`config.mk`:
```
export PLATFORM = sky130hd
export DESIGN_NAME = bracket_seeker
export DESIGN_NICKNAME = d
export VERILOG_FILES = /design/src/rtl/bf_pkg.sv /design/src/rtl/bracket_seeker.sv
export SDC_FILE = /design/constraint.sdc
export NUM_CORES = 1
export LEC_CHECK = 0
export BUFFER_PORTS_ARGS = -buffer_cell sky130_fd_sc_hd__buf_2
export CAP_MARGIN = 5
export CORE_MARGIN = 1
export CORE_UTILIZATION = 36
export DETAILED_ROUTE_END_ITERATION = 6
export PLACE_DENSITY = 0.53
export SLEW_MARGIN = 10
export SYNTH_ARGS = -nofsm -noshare
export SYNTH_HDL_FRONTEND = slang
export SYNTH_SLANG_ARGS = --single-unit
```
`constraint.sdc`:
```
create_clock -name clk -period 7.55 [get_ports clk]
set_input_delay 0 -clock clk [delete_from_list [all_inputs] [get_ports clk]]
set_output_delay 0 -clock clk [all_outputs]
set_load 0.01 [all_outputs]
```
`src/rtl/bf_pkg.sv`:
```
// bf_pkg -- definitions shared across the bfX core.
//
// Contents:
//   OP_LBR / OP_RBR          ASCII opcodes for '[' and ']'
//   CODE_BASE_DEF / _LAST_DEF default code window [0x0000, 0x00FF]
//   seek_state_e             bracket_seeker FSM encoding, also decoded by the
//                            core's debug tap
package bf_pkg;

  localparam logic [7:0]  OP_LBR        = 8'h5B;  // '['
  localparam logic [7:0]  OP_RBR        = 8'h5D;  // ']'

  localparam logic [15:0] CODE_BASE_DEF = 16'h0000;
  localparam logic [15:0] CODE_LAST_DEF = 16'h00FF;

  typedef enum logic [1:0] {
    SEEK_IDLE   = 2'd0,
    SEEK_ISSUE  = 2'd1,
    SEEK_WAIT   = 2'd2,
    SEEK_FINISH = 2'd3
  } seek_state_e;

endpackage

```
`src/rtl/bracket_seeker.sv`:
```
// bracket_seeker -- loop-matching controller for the bfX core.
//
// Given the PC of a '[' (dir=0, scan forward) or ']' (dir=1, scan backward),
// reads code memory through mem port 1, tracks nesting depth and reports the
// address of the matching bracket, or an error when the scan would leave the
// code window or the depth counter would overflow.
//
// Build option: BRACKET_SEEK_PREFETCH_EN
//   undefined : one ISSUE + one WAIT cycle per byte (match at k -> done @ 2k+1)
//   defined   : ISSUE once, then WAIT issues the next address every cycle while
//               evaluating the previous byte (match at k -> done @ k+2)
//
// Ports:
//   clk, rst              clock, asynchronous active-high reset
//   start, dir, start_pc  scan request; sampled only in IDLE
//   busy                  high from the cycle after start through the done cycle
//   done, error           one-cycle result pulse; error only together with done
//   match_pc              result address, updated on done and held until the next
//   mem_req, mem_addr     port-1 ownership and address toward the fetch mux
//   mem_data              mem.out1, valid the cycle after mem_addr is presented
//   dbg_state             current FSM state (seek_state_e encoding)
//
// Handshake: start is a level sampled at a rising edge while the FSM is IDLE;
// it is ignored in every other state, including FINISH. There is no back
// pressure on done: the result is a single-cycle pulse the core must take.
module bracket_seeker
  import bf_pkg::*;
#(
  parameter int                ADDR_W    = 16,
  parameter int                DATA_W    = 8,
  parameter logic [ADDR_W-1:0] CODE_BASE = CODE_BASE_DEF,
  parameter logic [ADDR_W-1:0] CODE_LAST = CODE_LAST_DEF,
  parameter int                DEPTH_W   = 8
) (
  input  logic              clk,
  input  logic              rst,
  input  logic              start,
  input  logic              dir,
  input  logic [ADDR_W-1:0] start_pc,
  output logic              busy,
  output logic              done,
  output logic              error,
  output logic [ADDR_W-1:0] match_pc,
  output logic              mem_req,
  output logic [ADDR_W-1:0] mem_addr,
  input  logic [DATA_W-1:0] mem_data,
  output logic [1:0]        dbg_state
);

  localparam logic [DEPTH_W-1:0] DEPTH_ONE = 1;
  localparam logic [ADDR_W:0]    ADDR_ONE  = 1;

  seek_state_e         state_q, state_d;
  logic [DEPTH_W-1:0]  depth_q, depth_d;
  logic [ADDR_W-1:0]   addr_q, addr_d;          // address whose byte is evaluated in WAIT
  logic [ADDR_W-1:0]   mem_addr_q, mem_addr_d;  // address currently presented to mem
  logic [ADDR_W-1:0]   start_pc_q, start_pc_d;
  logic                dir_q, dir_d;
  logic [ADDR_W-1:0]   match_pc_q, match_pc_d;
  logic                err_q, err_d;
  logic                hold_q, hold_d;          // FINISH entered straight from IDLE

  // Address arithmetic is one bit wider so that stepping below zero or past
  // all-ones lands outside the window instead of wrapping into it.
  function automatic logic [ADDR_W:0] step_addr(input logic [ADDR_W-1:0] a,
                                                input logic              d);
    return d ? ({1'b0, a} - ADDR_ONE) : ({1'b0, a} + ADDR_ONE);
  endfunction

  function automatic logic in_code(input logic [ADDR_W:0] a);
    return (a >= {1'b0, CODE_BASE}) && (a <= {1'b0, CODE_LAST});
  endfunction

  logic [ADDR_W:0] start_step;
  logic [ADDR_W:0] eval_step;
  logic            is_open;
  logic            is_close;

  assign start_step = step_addr(start_pc, dir);
  assign eval_step  = step_addr(addr_q, dir_q);

  // Scanning backward, ']' opens a nesting level and '[' closes one.
  assign is_open  = dir_q ? (mem_data == DATA_W'(OP_RBR)) : (mem_data == DATA_W'(OP_LBR));
  assign is_close = dir_q ? (mem_data == DATA_W'(OP_LBR)) : (mem_data == DATA_W'(OP_RBR));

`ifdef BRACKET_SEEK_PREFETCH_EN
  logic [ADDR_W:0] issue_step;
  assign issue_step = step_addr(mem_addr_q, dir_q);
`endif

  always_comb begin
    state_d    = state_q;
    depth_d    = depth_q;
    addr_d     = addr_q;
    mem_addr_d = mem_addr_q;
    start_pc_d = start_pc_q;
    dir_d      = dir_q;
    match_pc_d = match_pc_q;
    err_d      = err_q;
    hold_d     = hold_q;

    case (state_q)
      SEEK_IDLE: begin
        if (start) begin
          start_pc_d = start_pc;
          dir_d      = dir;
          if (!in_code({1'b0, start_pc}) || !in_code(start_step)) begin
            // Nothing to read: spend one extra busy cycle in FINISH so the
            // result lands in cycle 2, and never present an address.
            state_d = SEEK_FINISH;
            err_d   = 1'b1;
            hold_d  = 1'b1;
          end else begin
            state_d    = SEEK_ISSUE;
            err_d      = 1'b0;
            depth_d    = DEPTH_ONE;
            addr_d     = start_step[ADDR_W-1:0];
            mem_addr_d = start_step[ADDR_W-1:0];
          end
        end
      end

      SEEK_ISSUE: begin
        state_d = SEEK_WAIT;
`ifdef BRACKET_SEEK_PREFETCH_EN
        // Run one address ahead; stop advancing at the window edge.
        if (in_code(issue_step)) mem_addr_d = issue_step[ADDR_W-1:0];
`endif
      end

      SEEK_WAIT: begin
        if (is_open && (depth_q == '1)) begin
          state_d    = SEEK_FINISH;
          err_d      = 1'b1;
          match_pc_d = start_pc_q;
        end else if (is_close && (depth_q == DEPTH_ONE)) begin
          state_d    = SEEK_FINISH;
          err_d      = 1'b0;
          match_pc_d = addr_q;
        end else if (!in_code(eval_step)) begin
          state_d    = SEEK_FINISH;
          err_d      = 1'b1;
          match_pc_d = start_pc_q;
        end else begin
          if (is_open)       depth_d = depth_q + DEPTH_ONE;
          else if (is_close) depth_d = depth_q - DEPTH_ONE;
          addr_d = eval_step[ADDR_W-1:0];
`ifdef BRACKET_SEEK_PREFETCH_EN
          // mem_addr_q already holds eval_step; it is the byte evaluated next.
          if (in_code(issue_step)) mem_addr_d = issue_step[ADDR_W-1:0];
`else
          mem_addr_d = eval_step[ADDR_W-1:0];
          state_d    = SEEK_ISSUE;
`endif
        end
      end

      SEEK_FINISH: begin
        if (hold_q) begin
          hold_d     = 1'b0;
          match_pc_d = start_pc_q;
        end else begin
          state_d = SEEK_IDLE;
        end
      end

      default: state_d = SEEK_IDLE;
    endcase
  end

  always_ff @(posedge clk or posedge rst) begin
    if (rst) begin
      state_q    <= SEEK_IDLE;
      depth_q    <= '0;
      addr_q     <= '0;
      mem_addr_q <= '0;
      start_pc_q <= '0;
      dir_q      <= 1'b0;
      match_pc_q <= '0;
      err_q      <= 1'b0;
      hold_q     <= 1'b0;
    end else begin
      state_q    <= state_d;
      depth_q    <= depth_d;
      addr_q     <= addr_d;
      mem_addr_q <= mem_addr_d;
      start_pc_q <= start_pc_d;
      dir_q      <= dir_d;
      match_pc_q <= match_pc_d;
      err_q      <= err_d;
      hold_q     <= hold_d;
    end
  end

  assign busy      = (state_q != SEEK_IDLE);
  assign mem_req   = busy;
  assign done      = (state_q == SEEK_FINISH) && !hold_q;
  assign error     = done && err_q;
  assign match_pc  = match_pc_q;
  assign mem_addr  = mem_addr_q;
  assign dbg_state = state_q;

endmodule

```
== Yosys cells after proc, flatten, opt, wreduce, memory -nomap -nowiden ==
Index checks and enable logic that the tools add are counted.

* Bits in registers: 61
* Input port bits: 28
* Output and inout bits: 38
* Logic and storage cells: 97

* Order comparisons: 5
* Add/subtract/negate cells: 6
* Reduce and logical (&&, ||, !) cells: 22
* Equal/unequal tests: 17
* Mux-type cells: 39

{| class="wikitable"
|+ Operators with widths
! operator !! count
|-
| $mux W16 || 9
|-
| $pmux W16 S2 || 2
|-
| $mux W8 || 7
|-
| $add A16 B1 Y17 const B || 2
|-
| $ge A17 B1 Y1 const B || 2
|-
| $le A17 B8 Y1 const B || 2
|-
| $mux W17 || 2
|-
| $sub A16 B1 Y17 const B || 2
|-
| $eq A8 B7 Y1 const B || 2
|-
| $le A16 B8 Y1 const B || 1
|-
| $ne A2 B2 Y1 const B || 8
|-
| $pmux W8 S2 || 1
|-
| $mux W2 || 6
|-
| $mux W1 || 9
|-
| $reduce_and A3 Y1 || 3
|-
| $add A8 B1 Y8 const B || 1
|-
| $eq A8 B1 Y1 const B || 1
|-
| $eq A8 B8 Y1 const B || 1
|-
| $pmux W2 S4 || 1
|-
| $reduce_bool A2 Y1 || 4
|-
| $sub A8 B1 Y8 const B || 1
|-
| $reduce_and A7 Y1 || 1
|-
| $logic_and A1 B1 Y1 || 6
|-
| $reduce_and A6 Y1 || 1
|-
| 9 further kinds || 14
|}

== Logic depth before layout (Yosys ltp) ==
Gate-level depths: netlist of run 1.

* Word-level depth: 9
* Gate-level depth with buffers: 12
* Depth with buffers taken out: 11

== Least setup slack after synthesis of run 1 ==
Ideal clock, no wire load.

* Path type: reg2reg
* Start: register dir_q
* End: register match_pc_q[0], in the netlist match_pc[0]
* Data required time: 7.425 ns
* Path buffers: 1
* Slack: 3.922 ns
* Arrival: 3.503 ns
* Cell stages (with the launch flop): 12
* Clock period less this slack: 3.628 ns
* Cell sequence: dfrtp_1 > ha_1 > a21o_1 > o21bai_2 > a311oi_4 > a211oi_1 > a2111o_1 > nor4_4 > nand3_2 > o211ai_4 > buf_8 > mux2_4

* Cells in the longest elaborated chain, start to end: 5
* Elaborated cells on any way between the ends: 13

{| class="wikitable"
|+ RTL lines
! element !! RTL line !! source
|-
| start, declared || bracket_seeker.sv:58 || <nowiki>logic dir_q, dir_d;</nowiki>
|-
| start signal, assigned || bracket_seeker.sv:188 || <nowiki>dir_q <= dir_d;</nowiki>
|-
| $mux W17 or $mux W1 (tied branches) || bracket_seeker.sv:67, bracket_seeker.sv:84 ||
|-
| $ge A17 B1 Y1, or another cell as far along || bracket_seeker.sv:71 || <nowiki>return (a >= {1'b0, CODE_BASE}) && (a <= {1'b0, CODE_LAST});</nowiki>
|-
| $logic_and A1 B1 Y1 or $mux W16 (tied branches) || bracket_seeker.sv:71, bracket_seeker.sv:136 ||
|-
| $ne A4 B4 Y1 (no source line) or $mux W16 (tied branches) || - ||
|-
| $reduce_and A3 Y1 (no source line) or $pmux W16 S2 (tied branches) || - ||
|-
| end signal, assigned || bracket_seeker.sv:189 || <nowiki>match_pc_q <= match_pc_d;</nowiki>
|-
| end, declared || bracket_seeker.sv:59 || <nowiki>logic [ADDR_W-1:0] match_pc_q, match_pc_d;</nowiki>
|}

Several ways; a longest one is shown, not always the timed one.
A chain may end at the register's enable or synchronous reset.

== Worst setup path after layout of run 1 ==
* Start: register dir_q
* End: register depth_q[5]

* Cells in the longest elaborated chain, start to end: 6
* Elaborated cells on any way between the ends: 18

{| class="wikitable"
|+ RTL lines
! element !! RTL line !! source
|-
| parallel branches: the longest is 6 deep, another holds $ge A17 B1 Y1 || - ||
|-
| end signal, assigned || bracket_seeker.sv:184 || <nowiki>depth_q <= depth_d;</nowiki>
|-
| end, declared || bracket_seeker.sv:54 || <nowiki>logic [DEPTH_W-1:0] depth_q, depth_d;</nowiki>
|}

Parallel ways; which one is timed is not known. The select of a mux whose other input is x is not followed.

==> impl_metrics.csv, run 1 <==
group,metric,value,unit
route,post-route-drc-count,0,
clocking,post_cts_buffers,0,
logic_synthesis,yosys_warnings,0,
worst_setup_path,end_kind,"flop",
logic_synthesis,synth-xor-area-share,0.0303,
hold_path,holdCritStartpoint,"start_pc[0]",
hold_path,min_path_type,"input pin to flop",
route,wl_per_cell,17.3,µm
route,postRouteAntennaNets,0,
grt,grt_use_total,0.206,
logic_synthesis,synth_top_area_frac,0.310,
pwr,vdd_drop_max,120,µV
worst_setup_path,rrSetupSlack,3230,ps
worst_setup_path,worstPathArrival,4540,ps
logic_synthesis,ys_top_cells_by_area,"dfrtp_1, ha_1, nand2_1",
logic_synthesis,synth_compound_area_frac,0.208,
route,wirelength,13900,µm
timing,hold_viol,0,
logic_synthesis,syn_avg_cell_area,8.85,µm²
clocking,cts_sinks,61,
finish,instances_no_fill,808,
worst_setup_path,cp_common_cell,"a21o_1",
logic_synthesis,synth-edff-count,0,
worst_setup_path,start_kind,"flop",
clocking,cts_buffers,9,
logic_synthesis,ys.flop_type,"dfrtp_1",
placed_design,io_buffers,65,
worst_setup_path,cp_max_fo,22,
placed_design,dpl_worst_slack,3230,ps
timing,setup_viol,0,
placed_design,gp_congestion,0.903,
worst_setup_path,critPathTopFamily,"compound AO/OA/AOI/OAI gates",
finish,fin_util,0.440,
worst_setup_path,cp.required,7770,ps
grt,grt_pass1_wl,23000,µm
route,via_per_inst,5.59,
worst_setup_path,critPathKind,"flop to flop",
grt,grt_pass1_vias,4467,
clocking,clk_pin_slew_worst_paths,50,ps
logic_synthesis,synth_area,4920,µm²
logic_synthesis,synth_top_family_by_area,"simple AND/OR/NAND/NOR gates",
floorplanning,dieArea,14100,µm²
logic_synthesis,synthMuxAreaShare,0.102,
finish,fin_nets,693,
logic_synthesis,syn_inst,556,
timing,worst_slack,3230,ps
clocking,hold_buffers,17,
finish,area_delta_synth_final,18.9,%
pwr,p_leak,2.81,nW
logic_synthesis,async_reset_ff_frac,1.00,
grt,grt.overflow.total,0,
worst_setup_path,slowest_stage,"dfrtp_1",
worst_setup_path,path_buf_inv,0,
logic_synthesis,synth_cell_type_count,70,
floorplanning,core,13300,µm²
placed_design,dp.cells,776,
clocking,clockBufferDepth,2,
grt,grt_max_degree,62,
route,drtPass1Iterations,5,
logic_synthesis,synth_nets,621,
worst_setup_path,crit_start,"dir_q",
status,status,"finished, final reports clean",
route,drtIter0Drc,252,
timing,timing.final.crit_share,0.572,
floorplanning,fp-row-count,42,
job,cap_viol_max_count,0,
worst_setup_path,path_cells,"ha_1 -> a21o_1 -> o21bai_2 -> a311oi_4 -> a211oi_1 -> a2111o_1 -> nor4_4 -> nand4_1 -> and2_1 -> a21o_1",
clocking,cts.htree.levels,3,
grt,antenna_found_initial,0,
logic_synthesis,synth-adder-area-share,0.0972,
pwr,p_per_area,357,nW/µm²
clocking,insertion_delay,330,ps
timing,clock_skew,5.23,ps
finish,layout_common_cells,"nand2_1, buf_2, dfrtp_1",
timing,tightestPinTransition,860,ps
floorplanning,initial_core_util,0.370,
floorplanning,dieWidth,119,µm
timing,rsz0062_at_grt,"false",
clocking,cts_resized,0,
timing,drv_slew,0,
route,vias,4519,
logic_synthesis,yosysSeqAreaShare,0.310,
timing,maxSlewHeadroom,0.425,
placed_design,place_hpwl,10400,µm
finish,drive_gt1_frac,0.210,
finish,final_common_cell,"nand2_1",
timing,fin_tns_setup,0,ps
logic_synthesis,synthSimpleGateAreaFrac,0.218,
clocking,clk_root_buffer_cell,"clkbuf_16",
worst_setup_path,slowest_delay,850,ps
logic_synthesis,synth-seq-cells,61,
timing,fmax,0.231,GHz
clocking,cts_tree,"done",
floorplanning,fp.dieH,119,µm
logic_synthesis,synth_top_cell_by_area,"dfrtp_1",
floorplanning,ioPinCount,66,
worst_setup_path,worstReg2RegStart,"dir_q",
timing,fin_crit,4320,ps
finish,num_antenna_cells,0,
## sequential cells by signal (all words and copies together) (netlist names)
| name | count |
|---|---|
| mem_addr | 16 |
| dir_q | 1 |
| match_pc | 16 |
| err_q | 1 |
| depth_q | 8 |
| hold_q | 1 |
| dbg_state | 2 |
| start_pc_q | 16 |
## report_power, final
| group | switching [mW] | total [mW] | internal (mW) |
|---|---|---|---|
| Clock | 0.144 | 0.438 | 0.294 |
| Sequential | 0.141 | 0.589 | 0.449 |
| Combinational | 0.580 | 1.06 | 0.485 |
| Total | 0.864 | 2.09 | 1.23 |
## final cells by class
cell class                      instances  area, µm²
Clock buffer                           10        239
Clock inverter                          5       75.1
Fill cell                            1323       7440
Inverter                               15       56.3
Multi-Input combinational cell        457       3220
Sequential cell                        61       1530
Tap cell                              176        220
Timing Repair Buffer                   84        510
## through the flow
| stage | hold slack, ps | total power, mW | instance area, µm² |
|---|---|---|---|
| floorplan | 105 | 1.37 | 4920 |
| global placement | 219 | 1.64 | 5370 |
| detailed placement | 229 | 1.65 | 5370 |
| CTS | 98.0 | 2.10 | 5850 |
| global route | 142 | 2.25 | 5850 |
| finish | 99.9 | 2.09 | 5850 |
## worst reg2reg max path: stages, from the launching register on
cell,delay [ps]
dfrtp_1,850
ha_1,420
a21o_1,210
o21bai_2,240
a311oi_4,320
a211oi_1,130
a2111o_1,410
nor4_4,350
nand4_1,690
and2_1,420
a21o_1,180
## final timing paths
kind / end / cells past startpoint
setup / recovery: depth_q[5] / 10
hold / removal: start_pc_q[0] / 3
setup reg to reg: depth_q[5] / 10
hold reg to reg: start_pc_q[7] / 2
max in group asynchronous: match_pc[14] / 4
min in group asynchronous: dbg_state[0] / 4
## synthesized netlist by cell type, drive strengths merged, types with 3 or more instances
library cell / number
buf: 6
nand2: 86
xor2: 8
o211ai: 7
nand3: 23
xnor2: 9
nand2b: 3
nor2b: 3
nor3b: 3
and2: 5
a21oi: 41
nor2: 35
a2111oi: 3
clkbuf: 17
a21o: 17
nand4: 10
o21a: 3
a211oi: 9
nor4: 4
nor3: 5
or4: 4
a311oi: 3
dfrtp: 61
mux2: 38
o31ai: 5
ha: 35
or3: 6
and3: 17
inv: 15
a211o: 4
o21ai: 27
o31a: 3
o2111ai: 5
## cell families (layout without fill, tap and decap cells)
kind of cell / after synthesis / count (layout)
muxes: 39 / 39
adders and majority gates: 37 / 37
and+or+nand+nor: 216 / 216
xor gates and xnor gates: 17 / 17
buffers and inverters: 38 / 114
AOI/OAI and AO/OA: 148 / 148
DFF: 61 / 61
## routing by layer
metal,vias to the layer above,share of wire,global-route usage
met5,-,0,0
li1,2224,-,-
met2,105,0.48,0.348
met3,14,0.031,0.0268
met4,0,0.014,0.0625
met1,2176,0.48,0.273
Note: power is estimated with default switching activity, not from simulation.
==> inputs of run 2 (changes only) <==
==> constraint.sdc (replaced) <==
create_clock -name clk -period 4.19 [get_ports clk]
set_input_delay 0 -clock clk [delete_from_list [all_inputs] [get_ports clk]]
set_output_delay 0 -clock clk [all_outputs]
set_load 0.01 [all_outputs]
==> impl_metrics.csv, run 2 (synthesis gave the netlist of run 1 again) <==
group,metric,value,unit
clocking,cts_resized,0,
placed_design,place_hpwl,10600,µm
placed_design,io_buffers,65,
floorplanning,core,13300,µm²
clocking,clockBufferDepth,2,
grt,grt_pass1_wl,22700,µm
worst_setup_path,critPathKind,"input pin to flop",
clocking,cts_tree,"done",
timing,fmax,0.266,GHz
timing,hold_viol,0,
grt,busiest_layer,"met2",
pwr,vdd_drop_max,215,µV
grt,use_met2,0.339,
clocking,post_cts_buffers,0,
route,vias,4456,
timing,tightestPinTransition,852,ps
pwr,p_leak,2.82,nW
worst_setup_path,slowest_stage,"dlygate4sd3_1",
placed_design,post_dp_cell_area,5420,µm²
finish,multiInputGateArea,3220,µm²
grt,grtUsageMet3,0.0192,
finish,drive_gt1_frac,0.215,
grt,grt_use_total,0.205,
floorplanning,ioPinCount,66,
route,wl_per_cell,17.3,µm
grt,met1_usage,0.273,
route,postRouteAntennaNets,0,
finish,layout_common_cells,"nand2_1, buf_2, dfrtp_1",
finish,num-fill-cells,1344,
finish,area_delta_synth_final,19.5,%
route,via_per_inst,5.49,
floorplanning,dieWidth,119,µm
floorplanning,fp-row-count,42,
finish,final_common_cell,"nand2_1",
timing,maxSlewHeadroom,0.431,
route,wirelength,14100,µm
worst_setup_path,cp.required,4400,ps
timing,clock_skew,6.56,ps
finish,seq_area,1530,µm²
finish,num_antenna_cells,0,
clocking,insertion_delay,330,ps
placed_design,gp_congestion,0.929,
clocking,cts.htree.levels,3,
job,cap_viol_max_count,0,
grt,grt_max_degree,62,
clocking,clk_pin_slew_worst_paths,50,ps
clocking,cts_sinks,61,
clocking,cts_buffers,9,
timing,fin_crit,3760,ps
route,drtIter0Drc,346,
grt,antenna_found_initial,0,
pwr,p_per_area,639,nW/µm²
clocking,clk_root_buffer_cell,"clkbuf_16",
floorplanning,dieArea,14100,µm²
timing,drv_slew,0,
worst_setup_path,worstPathArrival,3970,ps
clocking,hold_buffers,17,
route,post-route-drc-count,0,
status,status,"finished, final reports clean",
finish,fin_nets,698,
worst_setup_path,path_cells,"dlygate4sd3_1 -> buf_2 -> fa_1 -> a21o_1 -> a221o_1 -> o21ai_1 -> a211oi_1 -> a2111oi_0 -> nand4_1 -> or2_1 -> o22a_1 -> mux2_4",
timing,timing.final.crit_share,0.896,
grt,grt_pass1_vias,4283,
timing,rsz0062_at_grt,"false",
hold_path,min_path_type,"input pin to flop",
timing,setup_viol,0,
worst_setup_path,end_kind,"flop",
floorplanning,fp.dieH,119,µm
grt,grt.overflow.total,0,
timing,fin_tns_setup,0,ps
worst_setup_path,start_kind,"input pin",
worst_setup_path,cp_max_fo,8,
worst_setup_path,slowest_delay,540,ps
floorplanning,initial_core_util,0.370,
finish,fin_area,5880,µm²
route,drtPass1Iterations,4,
## run 2: metal layers
layer | share of wire | vias up
met3 | 0.032 | 20
met5 | 0 | -
li1 | - | 2223
met4 | 0.021 | 0
met1 | 0.47 | 2121
met2 | 0.48 | 92
## run 2: report_power, final
| group | leakage, nW | switching [mW] | internal (mW) | total (mW) |
|---|---|---|---|---|
| sequential | 0.767 | 0.226 | 0.809 | 1.04 |
| combinational | 1.91 | 1.08 | 0.910 | 1.99 |
| clock | 0.136 | 0.260 | 0.468 | 0.728 |
| total | 2.82 | 1.57 | 2.19 | 3.76 |
## run 2: worst max-delay path: cells and delay by family
family | cells | cell delay, ps
and+or+nand+nor | 2 | 570
muxes | 1 | 370
adders and majority gates | 1 | 400
buffers and inverters | 2 | 690
AOI/OAI and AO/OA | 6 | 1930
## run 2: layout make-up
type	count	share of cell area
Clock buffer	10	0.0407
Tap cell	176	0.0375
Inverter	15	0.00958
Clock inverter	4	0.00852
Sequential cell	61	0.260
Multi-Input combinational cell	457	0.549
Timing Repair Buffer	89	0.0954
## run 2: final timing paths
kind / startpoint / endpoint / slack [ps] / cells after the start
hold reg to reg: start_pc_q[7] / start_pc_q[7] / 470 / 2
setup reg to reg: dir_q / mem_addr[6] / 450 / 10
min in group asynchronous: rst / mem_addr[10] / 450 / 4
max in group asynchronous: rst / mem_addr[6] / 3210 / 4
hold / removal: start_pc[0] / start_pc_q[0] / 90 / 3
setup / recovery: start_pc[1] / mem_addr[6] / 430 / 12
## run 2: stage by stage
step           total power, mW  cells  hold slack, ps  worst slack, ps  utilization
3_5_place_dp              3.01    781             227              496        0.407
5_1_grt                   4.03    812             106              226        0.442
3_3_place_gp              3.00    781             223              544        0.407
4_1_cts                   3.78    812            83.9              482        0.442
2_1_floorplan             2.46    556             105              562            -
6_report                  3.76    812            91.8              434        0.442
==> inputs of run 3 (changes only) <==
--- a/config.mk
+++ b/config.mk
@@ -11,6 +11,7 @@
 export CORE_UTILIZATION = 36
 export DETAILED_ROUTE_END_ITERATION = 6
 export PLACE_DENSITY = 0.53
+export RECOVER_POWER = 25
 export SLEW_MARGIN = 10
 export SYNTH_ARGS = -nofsm -noshare
 export SYNTH_HDL_FRONTEND = slang
==> impl_metrics.csv, run 3 (synthesis gave the netlist of run 1 again) <==
group,metric,value,unit
status,status,"complete, but fails checks",
status,violations,"capacitance limit, slew limit",
worst_setup_path,worstSetupPathDepth,12,
hold_path,min_path_type,"input pin to flop",
route,dr.max_layer_used,"met4",
grt,grt_max_degree,62,
worst_setup_path,worstPathArrival,3960,ps
worst_setup_path,path_cells,"dlygate4sd3_1 -> buf_2 -> fa_1 -> a21o_1 -> a221o_1 -> o21ai_1 -> a211oi_1 -> a2111oi_0 -> nand4_1 -> or2_1 -> o22a_1 -> mux2_4",
finish,multiInputGateArea,3220,µm²
floorplanning,fp.dieH,119,µm
timing,fmax,0.267,GHz
route,wl_met3,432,µm
finish,final_common_cell,"nand2_1",
route,met1_length,6660,µm
route,wl_met2,6730,µm
worst_setup_path,path_buf_inv,2,
floorplanning,core,13300,µm²
timing,maxSlewHeadroom,-0.0445,
floorplanning,initial_core_util,0.370,
timing,setup_viol,0,
route,postRouteAntennaNets,0,
job,cap_viol_max_count,1,
placed_design,io_buffers,65,
placed_design,gp_congestion,0.929,
grt,grt_pass1_vias,4283,
clocking,cts_tree,"done",
route,via_per_inst,5.55,
worst_setup_path,slowest_stage,"dlygate4sd3_1",
worst_setup_path,cp_max_fo,8,
worst_setup_path,slowest_delay,540,ps
worst_setup_path,cp.required,4400,ps
timing,drv_slew,62,
worst_setup_path,end_kind,"flop",
floorplanning,ioPinCount,66,
clocking,clockBufferDepth,2,
grt,grt_pass1_wl,22700,µm
clocking,cts_sinks,61,
route,post-route-drc-count,0,
route,wirelength,14100,µm
worst_setup_path,r2r_cells,10,
pwr,p_per_area,640,nW/µm²
clocking,clk_pin_slew_worst_paths,50,ps
timing,rsz0062_at_grt,"false",
timing,hold_viol,0,
finish,fin_nets,698,
floorplanning,dieWidth,119,µm
worst_setup_path,critPathTopFamily,"compound AO/OA/AOI/OAI gates",
worst_setup_path,worstReg2RegStart,"dir_q",
clocking,cts.htree.levels,3,
finish,seq_area,1530,µm²
floorplanning,fp-row-count,42,
timing,hold_ws,94.9,ps
grt,antenna_found_initial,0,
route,vias,4510,
route,drtPass1Iterations,5,
timing,clock_skew,7.01,ps
clocking,cts_buffers,9,
finish,area_delta_synth_final,18.5,%
route,wl_per_cell,17.4,µm
hold_path,holdCritStartpoint,"start_pc[0]",
worst_setup_path,rrSetupSlack,460,ps
clocking,clk_root_buffer_cell,"clkbuf_16",
placed_design,place_hpwl,10600,µm
pwr,vdd_drop_max,215,µV
worst_setup_path,critPathKind,"input pin to flop",
finish,num_antenna_cells,0,
clocking,insertion_delay,330,ps
timing,fin_tns_setup,0,ps
worst_setup_path,endpoint,"mem_addr[6]",
finish,drive_gt1_frac,0.160,
worst_setup_path,crit_start,"start_pc[1]",
finish,num-fill-cells,1358,
clocking,post_cts_buffers,0,
worst_setup_path,r2r_end,"mem_addr[6]",
pwr,p_leak,2.70,nW
timing,fin_crit,3750,ps
finish,layout_common_cells,"nand2_1, dfrtp_1, a21oi_1",
timing,tightestPinTransition,1570,ps
grt,grt.overflow.total,0,
timing,timing.final.crit_share,0.894,
clocking,cts_resized,0,
floorplanning,dieArea,14100,µm²
worst_setup_path,start_kind,"input pin",
finish,fin_util,0.438,
route,drtIter0Drc,338,
grt,grt_use_total,0.205,
-- run 3: changes by cell type in the layout (fill, tap and decap cells not counted), sizes merged --
| cell | delta |
|---|---|
| buf | -35 |
| clkbuf | +35 |
-- run 3: timing repair --
item / CTS / global route
setup endpoints to repair: 0 / 0
hold buffers: 17 / 0
hold endpoints to repair: 77 / 0
-- run 3: how the worst min path moves through the flow --
stage | endpoint | slack, ps | depth (start not counted)
floorplan | dir_q | 110 | 2
global placement | start_pc_q[4] | 220 | 3
detailed placement | start_pc_q[7] | 230 | 3
CTS | start_pc_q[0] | 80 | 3
global route | start_pc_q[0] | 110 | 3
finish | start_pc_q[0] | 90 | 3
-- run 3: worst min-delay path, delay by kind of cell --
kind | cells | cell delay, ps
compound gates | 1 | 100
buf+inv | 2 | 270
-- run 3: through the flow --
stage | total power [mW] | cell area (µm²) | worst slack [ps] | instances
2_1_floorplan | 2.46 | 4920 | 562 | 556
3_3_place_gp | 3.00 | 5420 | 544 | 781
3_5_place_dp | 3.01 | 5420 | 496 | 781
4_1_cts | 3.78 | 5880 | 482 | 812
5_1_grt | 4.00 | 5830 | 226 | 812
6_report | 3.73 | 5830 | 443 | 812
-- run 3: power breakdown --
part	switching [mW]	total [mW]	leakage (nW)	internal, mW
clock network	0.263	0.731	0.136	0.468
logic	1.09	1.96	1.79	0.876
registers	0.229	1.04	0.767	0.809
-- run 3: area by class of cell --
type | count | share of cell area
Clock buffer | 10 | 0.0410
Timing Repair Buffer | 89 | 0.0880
Sequential cell | 61 | 0.262
Tap cell | 176 | 0.0378
Clock inverter | 4 | 0.00859
Inverter | 15 | 0.00966
Multi-Input combinational cell | 457 | 0.553
-- run 3: per-layer routing --
layer  track usage  up-vias
li1              -     2222
met1         0.273     2170
met2         0.339      100
met3        0.0192       18
met4        0.0902        0
met5             0        -
